--- config.mk ---
export PLATFORM = sky130hd
export DESIGN_NAME = iir_out_buffer
export DESIGN_NICKNAME = d
export VERILOG_FILES = /design/src/rtl/iir_out_buffer_pkg.sv /design/src/rtl/iir_buf_mem.sv /design/src/rtl/iir_out_buffer.sv
export SDC_FILE = /design/constraint.sdc
export NUM_CORES = 1
export LEC_CHECK = 0
export ABC_AREA = 1
export BUFFER_PORTS_ARGS = -buffer_cell sky130_fd_sc_hd__buf_4
export CAP_MARGIN = 20
export CORE_MARGIN = 5
export CORE_UTILIZATION = 50
export DETAILED_ROUTE_END_ITERATION = 7
export PLACE_DENSITY = 0.68
export SLEW_MARGIN = 25
export SYNTH_ARGS = -nofsm -noshare
export SYNTH_HDL_FRONTEND = slang
export SYNTH_HIERARCHICAL = 1
export SYNTH_SLANG_ARGS = --single-unit
--- constraint.sdc ---
create_clock -name CLK -period 2.6 [get_ports CLK]
set_clock_uncertainty 0.05 [all_clocks]
set_input_delay 0.39 -clock CLK [delete_from_list [all_inputs] [get_ports CLK]]
set_output_delay 0.39 -clock CLK [all_outputs]
set_load 0.01 [all_outputs]
--- src/rtl/iir_out_buffer_pkg.sv ---
// Shared constants and sample type for the IIR filter output path.
// The filter, the stimulus and the sink all import this package so that they
// agree on the sample width and the default buffer depth.
package iir_out_buffer_pkg;

  localparam int NB_DEF    = 12;  // filter data width
  localparam int DEPTH_DEF = 8;   // output buffer slots (power of 2)

  typedef logic signed [NB_DEF-1:0] sample_t;

endpackage : iir_out_buffer_pkg

--- src/rtl/iir_buf_mem.sv ---
// Sample storage for the IIR output buffer: DEPTH x NB register array.
// Latency: write lands on the rising edge; read is combinational from raddr_i.
// Backpressure: none; the owner decides when a write is legal.
// Ports: CLK/RST_n clock and async active-low clear, we_i/waddr_i/wdata_i
//        write port, raddr_i/rdata_o combinational read port.
module iir_buf_mem
  import iir_out_buffer_pkg::*;
#(
  parameter int NB    = NB_DEF,
  parameter int DEPTH = DEPTH_DEF,
  localparam int AW   = $clog2(DEPTH)
) (
  input  logic          CLK,
  input  logic          RST_n,
  input  logic          we_i,
  input  logic [AW-1:0] waddr_i,
  input  logic [NB-1:0] wdata_i,
  input  logic [AW-1:0] raddr_i,
  output logic [NB-1:0] rdata_o
);

  logic [NB-1:0] mem_q [DEPTH];

  // Reset clears every slot so the head reads as zero after reset.
  always_ff @(posedge CLK or negedge RST_n) begin
    if (!RST_n) begin
      for (int i = 0; i < DEPTH; i++) begin
        mem_q[i] <= '0;
      end
    end else if (we_i) begin
      mem_q[waddr_i] <= wdata_i;
    end
  end

  assign rdata_o = mem_q[raddr_i];

endmodule : iir_buf_mem

--- src/rtl/iir_out_buffer.sv ---
// Elastic buffer between the IIR filter output and its consumer.
// Latency: a sample pushed on edge k is visible on DOUT/VOUT after edge k.
// Backpressure: RD stalls the consumer side; the filter cannot be stalled, so
//   a sample arriving while full with no pop is dropped and counted.
// Ports: DIN/VIN filter side, DOUT/VOUT/RD consumer handshake, COUNT/FULL
//        occupancy, OVF/DROPS overflow status, CLR_OVF clears the status.
module iir_out_buffer
  import iir_out_buffer_pkg::*;
#(
  parameter int NB    = NB_DEF,
  parameter int DEPTH = DEPTH_DEF,
  localparam int AW   = $clog2(DEPTH)
) (
  input  logic          CLK,
  input  logic          RST_n,
  input  logic [NB-1:0] DIN,
  input  logic          VIN,
  output logic [NB-1:0] DOUT,
  output logic          VOUT,
  input  logic          RD,
  output logic [AW:0]   COUNT,
  output logic          FULL,
  output logic          OVF,
  output logic [7:0]    DROPS,
  input  logic          CLR_OVF
);

  localparam logic [AW:0] FULL_CNT = (AW+1)'(DEPTH);

  logic [AW-1:0] wptr_q, wptr_d;
  logic [AW-1:0] rptr_q, rptr_d;
  logic [AW:0]   count_q, count_d;
  logic          vout_q, vout_d;
  logic          full_q, full_d;
  logic          ovf_q, ovf_d;
  logic [7:0]    drops_q, drops_d;

  logic pop;
  logic push;
  logic drop;

  // A pop frees the slot the push needs, so a full buffer still accepts
  // when the consumer takes a sample in the same cycle.
  assign pop  = vout_q & RD;
  assign push = VIN & (~full_q | pop);
  assign drop = VIN & full_q & ~pop;

  always_comb begin
    wptr_d  = wptr_q;
    rptr_d  = rptr_q;
    count_d = count_q;
    ovf_d   = ovf_q;
    drops_d = drops_q;

    if (push) wptr_d = wptr_q + 1'b1;
    if (pop)  rptr_d = rptr_q + 1'b1;

    case ({push, pop})
      2'b10:   count_d = count_q + 1'b1;
      2'b01:   count_d = count_q - 1'b1;
      default: count_d = count_q;
    endcase

    // A drop in the same cycle as a clear wins: the new drop is the first
    // one counted after the clear.
    if (drop) begin
      ovf_d = 1'b1;
      if (CLR_OVF)                drops_d = 8'd1;
      else if (drops_q != 8'hFF)  drops_d = drops_q + 8'd1;
    end else if (CLR_OVF) begin
      ovf_d   = 1'b0;
      drops_d = 8'd0;
    end

    vout_d = (count_d != '0);
    full_d = (count_d == FULL_CNT);
  end

  always_ff @(posedge CLK or negedge RST_n) begin
    if (!RST_n) begin
      wptr_q  <= '0;
      rptr_q  <= '0;
      count_q <= '0;
      vout_q  <= 1'b0;
      full_q  <= 1'b0;
      ovf_q   <= 1'b0;
      drops_q <= 8'd0;
    end else begin
      wptr_q  <= wptr_d;
      rptr_q  <= rptr_d;
      count_q <= count_d;
      vout_q  <= vout_d;
      full_q  <= full_d;
      ovf_q   <= ovf_d;
      drops_q <= drops_d;
    end
  end

  iir_buf_mem #(
    .NB    (NB),
    .DEPTH (DEPTH)
  ) u_mem (
    .CLK     (CLK),
    .RST_n   (RST_n),
    .we_i    (push),
    .waddr_i (wptr_q),
    .wdata_i (DIN),
    .raddr_i (rptr_q),
    .rdata_o (DOUT)
  );

  assign VOUT  = vout_q;
  assign FULL  = full_q;
  assign COUNT = count_q;
  assign OVF   = ovf_q;
  assign DROPS = drops_q;

endmodule : iir_out_buffer

# Word-level counts from Yosys, hierarchy flattened
# Index checks and enable logic that the tools add are counted.
# W data, S select, Z words.
[word_totals]
elab_cells = 54
inputBits = 17
reg_bits = 117
out_inout_bits = 27
[op_classes]
n_mux = 13
magnitude_cmp = 3
n_reduce_logical = 5
n_eq_ne = 4
addsub = 5
bitwise_logic = 9
[op_table]
columns = ["cell", "count"]
rows = [
  ["$bwmux W96", 1],
  ["$bmux W12 S3", 1],
  ["$demux W12 S3", 1],
  ["$mux W12", 3],
  ["$mux W8", 4],
  ["$add A8 B1 Y8 const B", 1],
  ["$ge A4 B4 Y1 const B", 2],
  ["$ne A8 B8 Y1 const B", 1],
  ["$not A3 Y4", 2],
  ["$pmux W4 S2", 1],
  ["$add A3 B1 Y3 const B", 2],
  ["$add A4 B1 Y4 const B", 1],
  ["$and A1 B1 Y1", 4],
  ["$eq A4 B4 Y1 const B", 1],
  ["$lt A4 B1 Y1 const B", 1],
  ["$reduce_bool A2 Y1", 2],
  ["$reduce_bool A4 Y1", 1],
  ["$sub A4 B1 Y4 const B", 1],
  ["$eq A2 B1 Y1 const B", 1],
  ["$eq A2 B2 Y1 const B", 1],
  ["$mux W1", 2],
  ["$not A1 Y1", 2],
  ["$reduce_and A2 Y1", 1],
  ["$logic_and A1 B1 Y1", 1],
  ["$or A1 B1 Y1", 1],
]

# Longest topological paths before layout
# Gate-level depths: netlist of run 1.
[depth]
depth_word = 6
mapped_depth = 14

# Cells and area by module
# Netlist of run 1, hierarchy kept.
[by_module_without_submodules]
columns = ["module", "instances", "cells_each", "area_per_inst_um2", "seq_area_each_um2"]
rows = [
  ["iir_buf_mem", 1, 653, 4722.0, 2402.3],
  ["iir_out_buffer", 1, 145, 1193.6, 525.5],
]

# Worst setup path after synthesis of run 1
# Ideal clock, no wire load.
[synth_timing]
path_type = "register to register"
from = "register vout_q (netlist: VOUT)"
to = "register vout_q (netlist: VOUT)"
t_arrival_ps = 2020
path_buffers = 0
stages_incl_launch_ff = 15
setup_slack_ps = 412
setup_time_ps = 118
path_cell_list = "dfrtp_1 -> nand2_2 -> a21oi_1 -> inv_1 -> ha_1 -> nand2_1 -> inv_1 -> nor2_1 -> ha_1 -> nand2_1 -> nand2_1 -> nor2_1 -> o211ai_1 -> inv_1 -> nand2_1"
[synth_between]
elab_chain_cells = 6
word_cells_on_any_way = 7
cone_classes = "eq/ne (2); mux (1); bitwise (3); reduce/logical (1)"
[synth_rtl]
columns = ["element", "line_no", "source"]
rows = [
  ["start: declaration", "iir_out_buffer.sv:33", "logic vout_q, vout_d;"],
  ["start signal: assignment", "iir_out_buffer.sv:92", "vout_q <= vout_d;"],
  ["$and A1 B1 Y1 (*)", "iir_out_buffer.sv:44", "assign pop = vout_q & RD;"],
  ["$or A1 B1 Y1 (*)", "iir_out_buffer.sv:45", "assign push = VIN & (~full_q | pop);"],
  ["$and A1 B1 Y1 (*)", "iir_out_buffer.sv:45", ""],
  ["net push", "iir_out_buffer.sv:39", "logic push;"],
  ["$eq A2 B1 Y1 or $eq A2 B2 Y1 (tied branches)", "iir_out_buffer.sv:58", "case ({push, pop})"],
  ["$pmux W4 S2 (*)", "iir_out_buffer.sv:58", ""],
  ["net count_d[1]", "iir_out_buffer.sv:32", "logic [AW:0] count_q, count_d;"],
  ["$reduce_bool A4 Y1 (*)", "iir_out_buffer.sv:75", "vout_d = (count_d != '0);"],
  ["net vout_d", "iir_out_buffer.sv:33", ""],
]
# The timed path passes the listed nets; every way through them passes the cells marked *.
# A chain may end at the register's enable or synchronous reset.

# Worst setup path after layout of run 1
[layout_timing]
from = "register rptr_q[0]"
to = "output DOUT[5]"
[layout_between]
elab_chain_cells = 4
[layout_rtl]
columns = ["element", "line_no", "source"]
rows = [
  ["start: declaration", "iir_out_buffer.sv:31", "logic [AW-1:0] rptr_q, rptr_d;"],
  ["start signal: assignment", "iir_out_buffer.sv:90", "rptr_q <= rptr_d;"],
  ["$not A3 Y4 (not written as such)", "iir_buf_mem.sv:35", "assign rdata_o = mem_q[raddr_i];"],
  ["$bmux W12 S3", "iir_buf_mem.sv:35", ""],
  ["$mux W12 (not written as such) (2 in a row)", "iir_buf_mem.sv:35", ""],
  ["end: declaration", "iir_out_buffer.sv:18", "output logic [NB-1:0] DOUT,"],
]
# Every way passes these cells. The select of a mux whose other input is x is not followed.

==> impl_metrics.toml, run 1 <==
[outcome]
status = "finished clean"

[critical_path]
startpoint_type = "flip-flop"
slowest_stage = "buf_4"
required_ns = 2.16
r2r_end = "VOUT$_DFF_PN0_"
crit_path_end = "DOUT[5]"
crit_start = "rptr_q[0]$_DFFE_PN0P_"
cp.arrival_ns = 1.93
crit_path_max_incr_delay_ns = 0.51
path_cells = "buf_4 > nand2_1 > nand3_1 > nand2_1 > nand2_1 > nand2_1 > buf_4"
ff2ff_path_depth = 14
crit_type = "reg2out"
r2r-start = "VOUT$_DFF_PN0_"
cp-end-kind = "primary output"
path_buf_inv = 2
worstPathMaxFanout = 50
crit_cells = 7
reg2reg_setup_slack_ns = 0.47
path_delay_family = "buffers and inverters"
crit_top_cell = "nand2_1"

[routing]
drt_iter0_drc = 484
routed_wl_um = 14500
ant_nets = 0
wl_per_cell_um = 14.6
routed_via_density = 5.06
drc = 0
num_vias = 5049
drtPass1Iterations = 5

[sta]
fin_crit_sh = 0.910
final-hold-violation-count = 0
setup_viol = 0
fmax_ghz = 0.423
max_slew_margin = 0.601
slew_viol_final = 0
worst_pin_slew_ns = 0.598
rsz0062_at_grt = "false"
fin_tns_setup_ns = 0
period_needed_ns = 2.37

[logic_synthesis]
yosysWarnings = 6
syn_area_mm2 = 0.00592
ys_ff_latch = 117
synth_cells = 798
synth.top_cell.area_share = 0.495
synth-edff-count = 0
yosys-top-cells-area = "dfrtp_1, nand2_1, o21ai_0"
syn_nets = 821
ys_async_sr_fraction = 1.00
synth_ff_type = "dfrtp_1"
synth.yosys.seq_area_share = 0.495
avgSynthCellArea_um2 = 7.41
ys_types = 29
synth_area_leader_cell = "dfrtp_1"

[floorplanning]
initial_core_util = 0.514
num_rows = 39
design.portCount = 44
die_height_um = 119
core_mm2 = 0.0115
fp.dieW_um = 119
die_area_mm2 = 0.0141

[clocking]
clockBufferDepth = 2
cts.clk_slew.worst_paths_ns = 0.05
clk_latency_ns = 0.40
cts_sinks = 117
cts_tree = "built"
numCtsBuffers = 17
h-tree-depth = 4
cts_setup_buffers = 0
cts-root-buf = "clkbuf_16"

[placement]
gp_congestion = 0.933
dp_hpwl_um = 9410
port_buffers = 43

[global_routing]
grt_max_degree = 51
grt_util_met1 = 0.297
use_met3 = 0.0630
met2_usage = 0.331
grt-ovfl-total = 0
grt_pass1_vias = 4879
grtUsageTotal = 0.217
grt_pass1_wl_um = 24400
busiest_layer = "met2"
antenna_found_initial = 0

[power_and_ir_drop]
p_int_w = 0.00539
powerDensity_mw_per_mm2 = 1270
leakagePower_nw = 3.81
power_frac_seq = 0.345
p_sw_w = 0.00348
swShare = 0.393
ir_drop_mv = 0.719
p_clk_frac = 0.240
comb_power_share = 0.415

[final_layout]
post-route-util = 0.604
area_growth_pct = 17.6
n_antenna_cell = 0
nNetsFinal = 867
final_layout_size_suffix_gt1_frac = 0.121

[worst_hold_path]
hold_class = "in2reg"
hold_depth = 3

[job]
drv_cap = 0
## Yosys cell counts, types with 2 or more instances
| master | n |
|---|---|
| o21ai_0 | 103 |
| nand3_1 | 56 |
| clkbuf_2 | 4 |
| nor2_4 | 2 |
| ha_1 | 6 |
| inv_2 | 3 |
| nor2_1 | 12 |
| nor2_2 | 3 |
| xnor2_1 | 5 |
| inv_1 | 136 |
| nand2_4 | 2 |
| buf_4 | 2 |
| buf_2 | 16 |
| dfrtp_1 | 117 |
| clkbuf_1 | 10 |
| a21oi_1 | 4 |
| nand2_2 | 2 |
| nand2_1 | 304 |
## worst min path at each step
| stage | start | endpoint |
|---|---|---|
| floorplan | RST_n | COUNT[0]$_DFF_PN0_ |
| global placement | RST_n | u_mem/mem_q[67]$_DFFE_PN0P_ |
| detailed placement | RST_n | u_mem/mem_q[67]$_DFFE_PN0P_ |
| CTS | DIN[3] | u_mem/mem_q[3]$_DFFE_PN0P_ |
| global route | DIN[3] | u_mem/mem_q[3]$_DFFE_PN0P_ |
| finish | DIN[3] | u_mem/mem_q[3]$_DFFE_PN0P_ |
## registers in the layout, summed over array words and instances, names as in the netlist
| name | cells |
|---|---|
| OVF | 1 |
| FULL | 1 |
| VOUT | 1 |
| rptr_q | 3 |
| u_mem/mem_q | 96 |
| COUNT | 4 |
| wptr_q | 3 |
| DROPS | 8 |
## what timing repair did
item,4_1_cts,5_1_grt
endpoints found under the hold margin,26,0
hold buffers,1,0
resized for setup,0,0
## per-layer routing
metal  vias to the layer above  wire (um)  part of all wire
met1                      2347       6540              0.45
met5                         -          0                 0
li1                       2515          -                 -
met3                        20       1080             0.074
met2                       167       6660              0.46
met4                         0        248             0.017
## worst reg2reg max path: stages, from the launching register on
cell and delay (ns):
dfrtp_1 0.36, nand2_2 0.11, a21oi_1 0.18, inv_1 0.09
ha_1 0.23, nand2_1 0.07, inv_1 0.06, nor2_1 0.13
ha_1 0.25, nand2_1 0.07, nand2_1 0.07, nor2_1 0.12
o211ai_1 0.12, inv_1 0.07, nand2_1 0.04
## cell usage in the layout (no fill, tap or decap)
cell / n
nand3_4: 1
clkbuf_1: 3
buf_4: 57
nor3_4: 1
nor2_1: 12
nand3_1: 56
clkbuf_16: 17
inv_2: 3
nand2_4: 2
inv_1: 136
o211ai_1: 1
a21oi_1: 4
dlygate4sd3_1: 1
buf_12: 2
clkbuf_8: 4
nor3_1: 1
nor2_2: 3
nor2_8: 1
nand4_1: 1
o21ai_0: 103
or2_2: 1
bufinv_16: 1
o21ai_4: 1
clkinv_2: 4
nor2_4: 2
dfrtp_1: 117
ha_1: 6
xor2_1: 1
nand2_2: 2
xnor2_1: 5
a21oi_2: 1
nand2_1: 304
## metrics by stage
step | setup slack [ns] | total power, W | instances | hold slack [ns] | instance area, um^2
2_1_floorplan | 0.412 | 0.00550 | 798 | 0.0444 | 5920
3_3_place_gp | 0.457 | 0.00661 | 967 | 0.290 | 6410
3_5_place_dp | 0.393 | 0.00675 | 967 | 0.300 | 6410
4_1_cts | 0.187 | 0.00893 | 997 | 0.143 | 6960
5_1_grt | 0.108 | 0.00965 | 997 | 0.153 | 6960
6_report | 0.233 | 0.00887 | 997 | 0.163 | 6960
## cells by family after synthesis
family / share of synthesized area
DFF: 0.495
and+or+nand+nor: 0.273
adders and majority gates: 0.0127
xor gates and xnor gates: 0.00888
AOI/OAI and AO/OA: 0.0960
buffers and inverters: 0.115
## area by class of cell
type                    instances  area, um^2
well taps                     143         179
repair buffers                 60         478
flip-flops and latches        117        2930
clock buffers                  24         492
fillers                      1030        4560
clock inverters                 5        50.0
inverters                     139         522
multi-input cells             509        2310
## power groups by stage
| stage | Combinational [W] | Sequential, W | Clock [W] |
|---|---|---|---|
| finish | 0.00368 | 0.00306 | 0.00213 |
| global route | 0.00424 | 0.00316 | 0.00225 |
| CTS | 0.00371 | 0.00305 | 0.00217 |
| detailed placement | 0.00368 | 0.00307 | 0 |
| global placement | 0.00357 | 0.00304 | 0 |
| floorplan | 0.00253 | 0.00297 | 0 |
No activity file was read; power rests on OpenSTA's default activity.
==> run 2, diff against run 1 <==
- PLACE_DENSITY: 0.68 -> 0.71
- SKIP_LAST_GASP: unset -> 1
- clock period: 2.6 -> 1.99 ns (I/O delays scaled with it)
==> run 2 against run 1 <==
Net effect:
- the run now ends with negative setup slack left
- critical endpoint is now DOUT[6]
- total power is 45% higher
- critical path type unchanged
- critical path depth stayed put
- register-to-register slack worse by 0.44 ns
- routed wire length is 7.9% higher
==> impl_metrics.toml, run 2 (same netlist as run 1, synthesis figures left out) <==
[clocking]
clockBufferDepth = 2
cts.clk_slew.worst_paths_ns = 0.05
numCtsBuffers = 17
cts-root-buf = "clkbuf_16"
clk_latency_ns = 0.42
h-tree-depth = 4
cts_sinks = 117
cts_tree = "built"

[critical_path]
required_ns = 1.64
reg2reg_setup_slack_ns = 0.03
crit_type = "reg2out"
worstPathMaxFanout = 9
slowest_stage = "dfrtp_1"
cp-end-kind = "primary output"
cp.arrival_ns = 1.69
path_cells = "inv_2 > buf_6 > nand3_1 > nand2_1 > nand2_1 > nand2_2 > buf_6"
crit_path_max_incr_delay_ns = 0.40
startpoint_type = "flip-flop"

[routing]
num_vias = 5312
routed_wl_um = 15700
ant_nets = 0
drtPass1Iterations = 5
drc = 0
routed_via_density = 5.20
wl_per_cell_um = 15.4
drt_iter0_drc = 488

[final_layout]
final_layout_size_suffix_gt1_frac = 0.216
nNetsFinal = 889
n_antenna_cell = 0
layout_common_cells = "nand2_1, inv_1, dfrtp_1"
largest_register_ffs = 96
nFillCells = 950
design_area_mm2 = 0.00751
layout_commonest_cell = "nand2_1"
top_register = "u_mem/mem_q"
post-route-util = 0.652
area_growth_pct = 27.0

[floorplanning]
initial_core_util = 0.514
num_rows = 39
die_area_mm2 = 0.0141
die_height_um = 119
fp.dieW_um = 119
core_mm2 = 0.0115
design.portCount = 44

[sta]
rsz0062_at_grt = "true"
fin_crit_sh = 1.02
final-hold-violation-count = 0
slew_viol_final = 0
worst_pin_slew_ns = 0.545
fmax_ghz = 0.492
max_slew_margin = 0.636
fin_ws_ns = -0.0442
period_needed_ns = 2.03
setup_viol = 3

[placement]
dp_hpwl_um = 9350
postPlaceCellArea_mm2 = 0.00647
port_buffers = 43
gp_congestion = 0.854

[global_routing]
antenna_found_initial = 0
grt_pass1_vias = 5145
grt_pass1_wl_um = 25000
grt_max_degree = 49
grt-ovfl-total = 0
grtUsageTotal = 0.223

[worst_hold_path]
hold_class = "in2reg"

[job]
drv_cap = 0

[power_and_ir_drop]
ir_drop_mv = 0.827
leakagePower_nw = 4.00
powerDensity_mw_per_mm2 = 1720

[outcome]
status = "finished with violations"
violations = "negative setup slack"
run 2: cell types whose count changed in the layout (fill, tap and decap cells not counted), moves of 3 or more:
| cell | change |
|---|---|
| clkbuf_16 | +4 |
| nand3_1 | -17 |
| inv_1 | -4 |
| buf_6 | +17 |
| nand2_2 | +36 |
| nand2_1 | -38 |
| clkbuf_1 | +3 |
| nand3_2 | +17 |
| inv_2 | +3 |
run 2: layer usage:
metal,track usage,vias to the layer above,share of wire
met5,0,-,0
met4,0.0811,0,0.020
met3,0.0630,30,0.060
met1,0.281,2547,0.43
li1,-,2563,-
met2,0.368,172,0.49
run 2: path summary, 6_finish.rpt:
check                                            start                           to  cells past startpoint
setup / recovery                 rptr_q[1]$_DFFE_PN0P_                      DOUT[6]                      7
setup reg to reg                        VOUT$_DFF_PN0_               VOUT$_DFF_PN0_                     13
min in group asynchronous                        RST_n  u_mem/mem_q[66]$_DFFE_PN0P_                      2
hold reg to reg            u_mem/mem_q[89]$_DFFE_PN0P_  u_mem/mem_q[89]$_DFFE_PN0P_                      2
hold / removal                                  DIN[4]   u_mem/mem_q[4]$_DFFE_PN0P_                      3
max in group asynchronous                        RST_n  u_mem/mem_q[13]$_DFFE_PN0P_                      3
run 2: where the power goes:
part	leakage (nW)	internal, W	switching [W]
Sequential	1.47	0.00340	0.000598
Clock	0.258	0.00167	0.00101
Combinational	2.28	0.00263	0.00359
Total	4.00	0.00769	0.00519
run 2: metrics by stage:
step	total power (W)	std cells	setup slack [ns]	setup TNS [ns]	hold WS (ns)
3_3_place_gp	0.00872	973	0.0428	0	0.215
5_1_grt	0.0139	1021	-0.133	-1.03	0.0519
6_report	0.0129	1021	-0.0442	-0.107	0.0448
3_5_place_dp	0.00891	973	-0.0616	-0.114	0.220
2_1_floorplan	0.00720	798	0.0207	0	-0.0471
4_1_cts	0.0118	1008	-0.0386	-0.127	0.0317
run 2: critical path, delay by kind of cell (launching register included):
family	cells	cell delay [ns]
buffers and inverters	3	0.47
AND/OR/NAND/NOR	4	0.39
flip-flops	1	0.40
run 2: timing repair:
item	in CTS	in global routing
hold buffers	1	0
endpoints found under the hold margin	28	0
cloned	0	6
resized for setup	12	83
buffers inserted	3	7
pin swaps	2	30
setup endpoints to repair	14	15
run 2: layout make-up:
| type | instances | area [um^2] | area share |
|---|---|---|---|
| clock buffer | 26 | 489 | 0.0651 |
| clock inverter | 5 | 25.0 | 0.00333 |
| inverter | 139 | 529 | 0.0704 |
| multi-input combinational | 509 | 2550 | 0.340 |
| sequential | 117 | 2930 | 0.390 |
| tap | 143 | 179 | 0.0238 |
| timing repair buffer | 82 | 810 | 0.108 |
==> run 3, diff against run 2 <==
- BUFFER_PORTS_ARGS: -buffer_cell sky130_fd_sc_hd__buf_4 -> unset
- DONT_BUFFER_PORTS: unset -> 1
- PLACE_DENSITY: 0.71 -> 0.65
- clock period: 1.99 -> 2.01 ns (I/O delays scaled with it)
==> run 3 against run 2 <==
Net effect:
- the run ends with negative hold slack left
- non-clock buffer count shrank 42
- clock-buffer cell count shrank 1
- first-iteration DRC count is 35% lower
- flip-flop and latch count unchanged
- largest cell class unchanged
- register-to-register slack improved by 0.04 ns
- critical path depth up 4
- cell area decreased by 8.2%
- utilization is 5.4 points lower
- global-route usage decreased by 0.63 points
- total power fell by 13%
==> impl_metrics.toml, run 3 (same netlist as run 1, synthesis figures left out) <==
[job]
drv_cap = 0

[placement]
dp_hpwl_um = 8840
postPlaceCellArea_mm2 = 0.00611
placed_cells = 929
port_buffers = 0
gp_congestion = 0.782

[routing]
drc = 0
routed_via_density = 5.08
ant_nets = 0
drt_iter0_drc = 318
drtPass1Iterations = 5
wl_per_cell_um = 14.9
num_vias = 4967
routed_wl_um = 14600

[final_layout]
nFillCells = 1075
layout_commonest_cell = "nand2_1"
final-instance-count-excl-fill = 978
area_growth_pct = 16.5
final_layout_size_suffix_gt1_frac = 0.0958
layout_common_cells = "nand2_1, inv_1, dfrtp_1"
top_register = "u_mem/mem_q"
post-route-util = 0.599
n_antenna_cell = 0
nNetsFinal = 847
design_area_mm2 = 0.00689
largest_register_ffs = 96

[clocking]
clk_latency_ns = 0.41
cts-root-buf = "clkbuf_16"
numCtsBuffers = 17
cts_sinks = 117
cts_hold_buf = 13
cts_tree = "built"
h-tree-depth = 4
clockBufferDepth = 2
cts.clk_slew.worst_paths_ns = 0.05

[critical_path]
cp.arrival_ns = 2.18
required_ns = 2.25
crit_type = "reg2reg"
startpoint_type = "flip-flop"
cp-end-kind = "flip-flop"
worstPathMaxFanout = 5

[sta]
fin_crit_sh = 0.967
final-hold-violation-count = 117
slew_viol_final = 0
period_needed_ns = 1.94
fmax_ghz = 0.514
worst_pin_slew_ns = 0.594
max_slew_margin = 0.604
holdWs_ns = -0.467
setup_viol = 0
rsz0062_at_grt = "true"

[global_routing]
grt_pass1_vias = 4863
grt-ovfl-total = 0
grt_pass1_wl_um = 24000
grtUsageTotal = 0.217
grt_max_degree = 118
antenna_found_initial = 0

[floorplanning]
die_area_mm2 = 0.0141
die_height_um = 119
design.portCount = 44
fp.dieW_um = 119
core_mm2 = 0.0115
num_rows = 39
initial_core_util = 0.514

[power_and_ir_drop]
powerDensity_mw_per_mm2 = 1630
ir_drop_mv = 0.960
leakagePower_nw = 3.70

[outcome]
status = "finished with violations"
violations = "negative hold slack"

[worst_hold_path]
hold_class = "in2async"
-- run 3: cell types whose count changed in the layout (fill, tap and decap cells not counted), sizes merged --
cell         delta
dlygate4sd3    +12
buf            -50
bufinv          +1
clkinv          -1
clkbuf          -5
-- run 3: metrics by stage --
stage	power, W	setup WS, ns	TNS (ns)
global route	0.0122	-0.0656	-0.126
CTS	0.0112	-0.00425	-0.00425
finish	0.0113	0.0659	0
global placement	0.00810	0.0669	0
floorplan	0.00713	0.0154	0
detailed placement	0.00829	-0.00968	-0.00968
-- run 3: power by group --
group	leakage [nW]	internal (W)	switching, W	total (W)
sequential	1.47	0.00336	0.000593	0.00395
combinational	1.96	0.00163	0.00290	0.00454
clock	0.267	0.00177	0.000999	0.00277
-- run 3: path summary, 6_finish.rpt --
path,slack [ns],cells after the start,endpoint,start
min in group CLK,0.02,2,rptr_q[0]$_DFFE_PN0P_,RD
setup / recovery,0.07,11,FULL$_DFF_PN0_,VOUT$_DFF_PN0_
max in group asynchronous,2.18,0,DROPS[6]$_DFFE_PN0P_,RST_n
hold reg to reg,0.43,2,u_mem/mem_q[69]$_DFFE_PN0P_,u_mem/mem_q[69]$_DFFE_PN0P_
hold / removal,-0.47,0,u_mem/mem_q[70]$_DFFE_PN0P_,RST_n
setup reg to reg,0.07,11,FULL$_DFF_PN0_,VOUT$_DFF_PN0_
-- run 3: routing by layer --
layer,routed length (um),GRT usage,up-vias
li1,-,-,2478
met1,6440,0.267,2379
met2,7230,0.370,89
met3,686,0.0549,21
met4,227,0.0775,0
met5,0,0,-
-- run 3: timing repair --
| action | in CTS | in global routing |
|---|---|---|
| setup buffers | 1 | 5 |
| resized for setup | 3 | 14 |
| setup endpoints to repair | 7 | 13 |
| hold endpoints to repair | 131 | 117 |
| pin swaps | 1 | 8 |
-- run 3: cell type report --
cell class	count	area (um^2)	area share
clock buffers	25	485	0.0704
well taps	143	179	0.0260
inverters	139	522	0.0757
repair buffers	40	357	0.0517
clock inverters	5	50.0	0.00726
multi-input cells	509	2370	0.344
flip-flops and latches	117	2930	0.425
-- run 3: critical path, stage by stage (launching register included) --
cell and delay (ns):
dfrtp_1 0.39, nand2_4 0.09, a21oi_4 0.14, inv_2 0.08
ha_4 0.18, nor2_4 0.13, nor2_4 0.05, ha_4 0.15
o21ai_0 0.19, nand3_1 0.14, o211ai_1 0.16, nor2_1 0.08
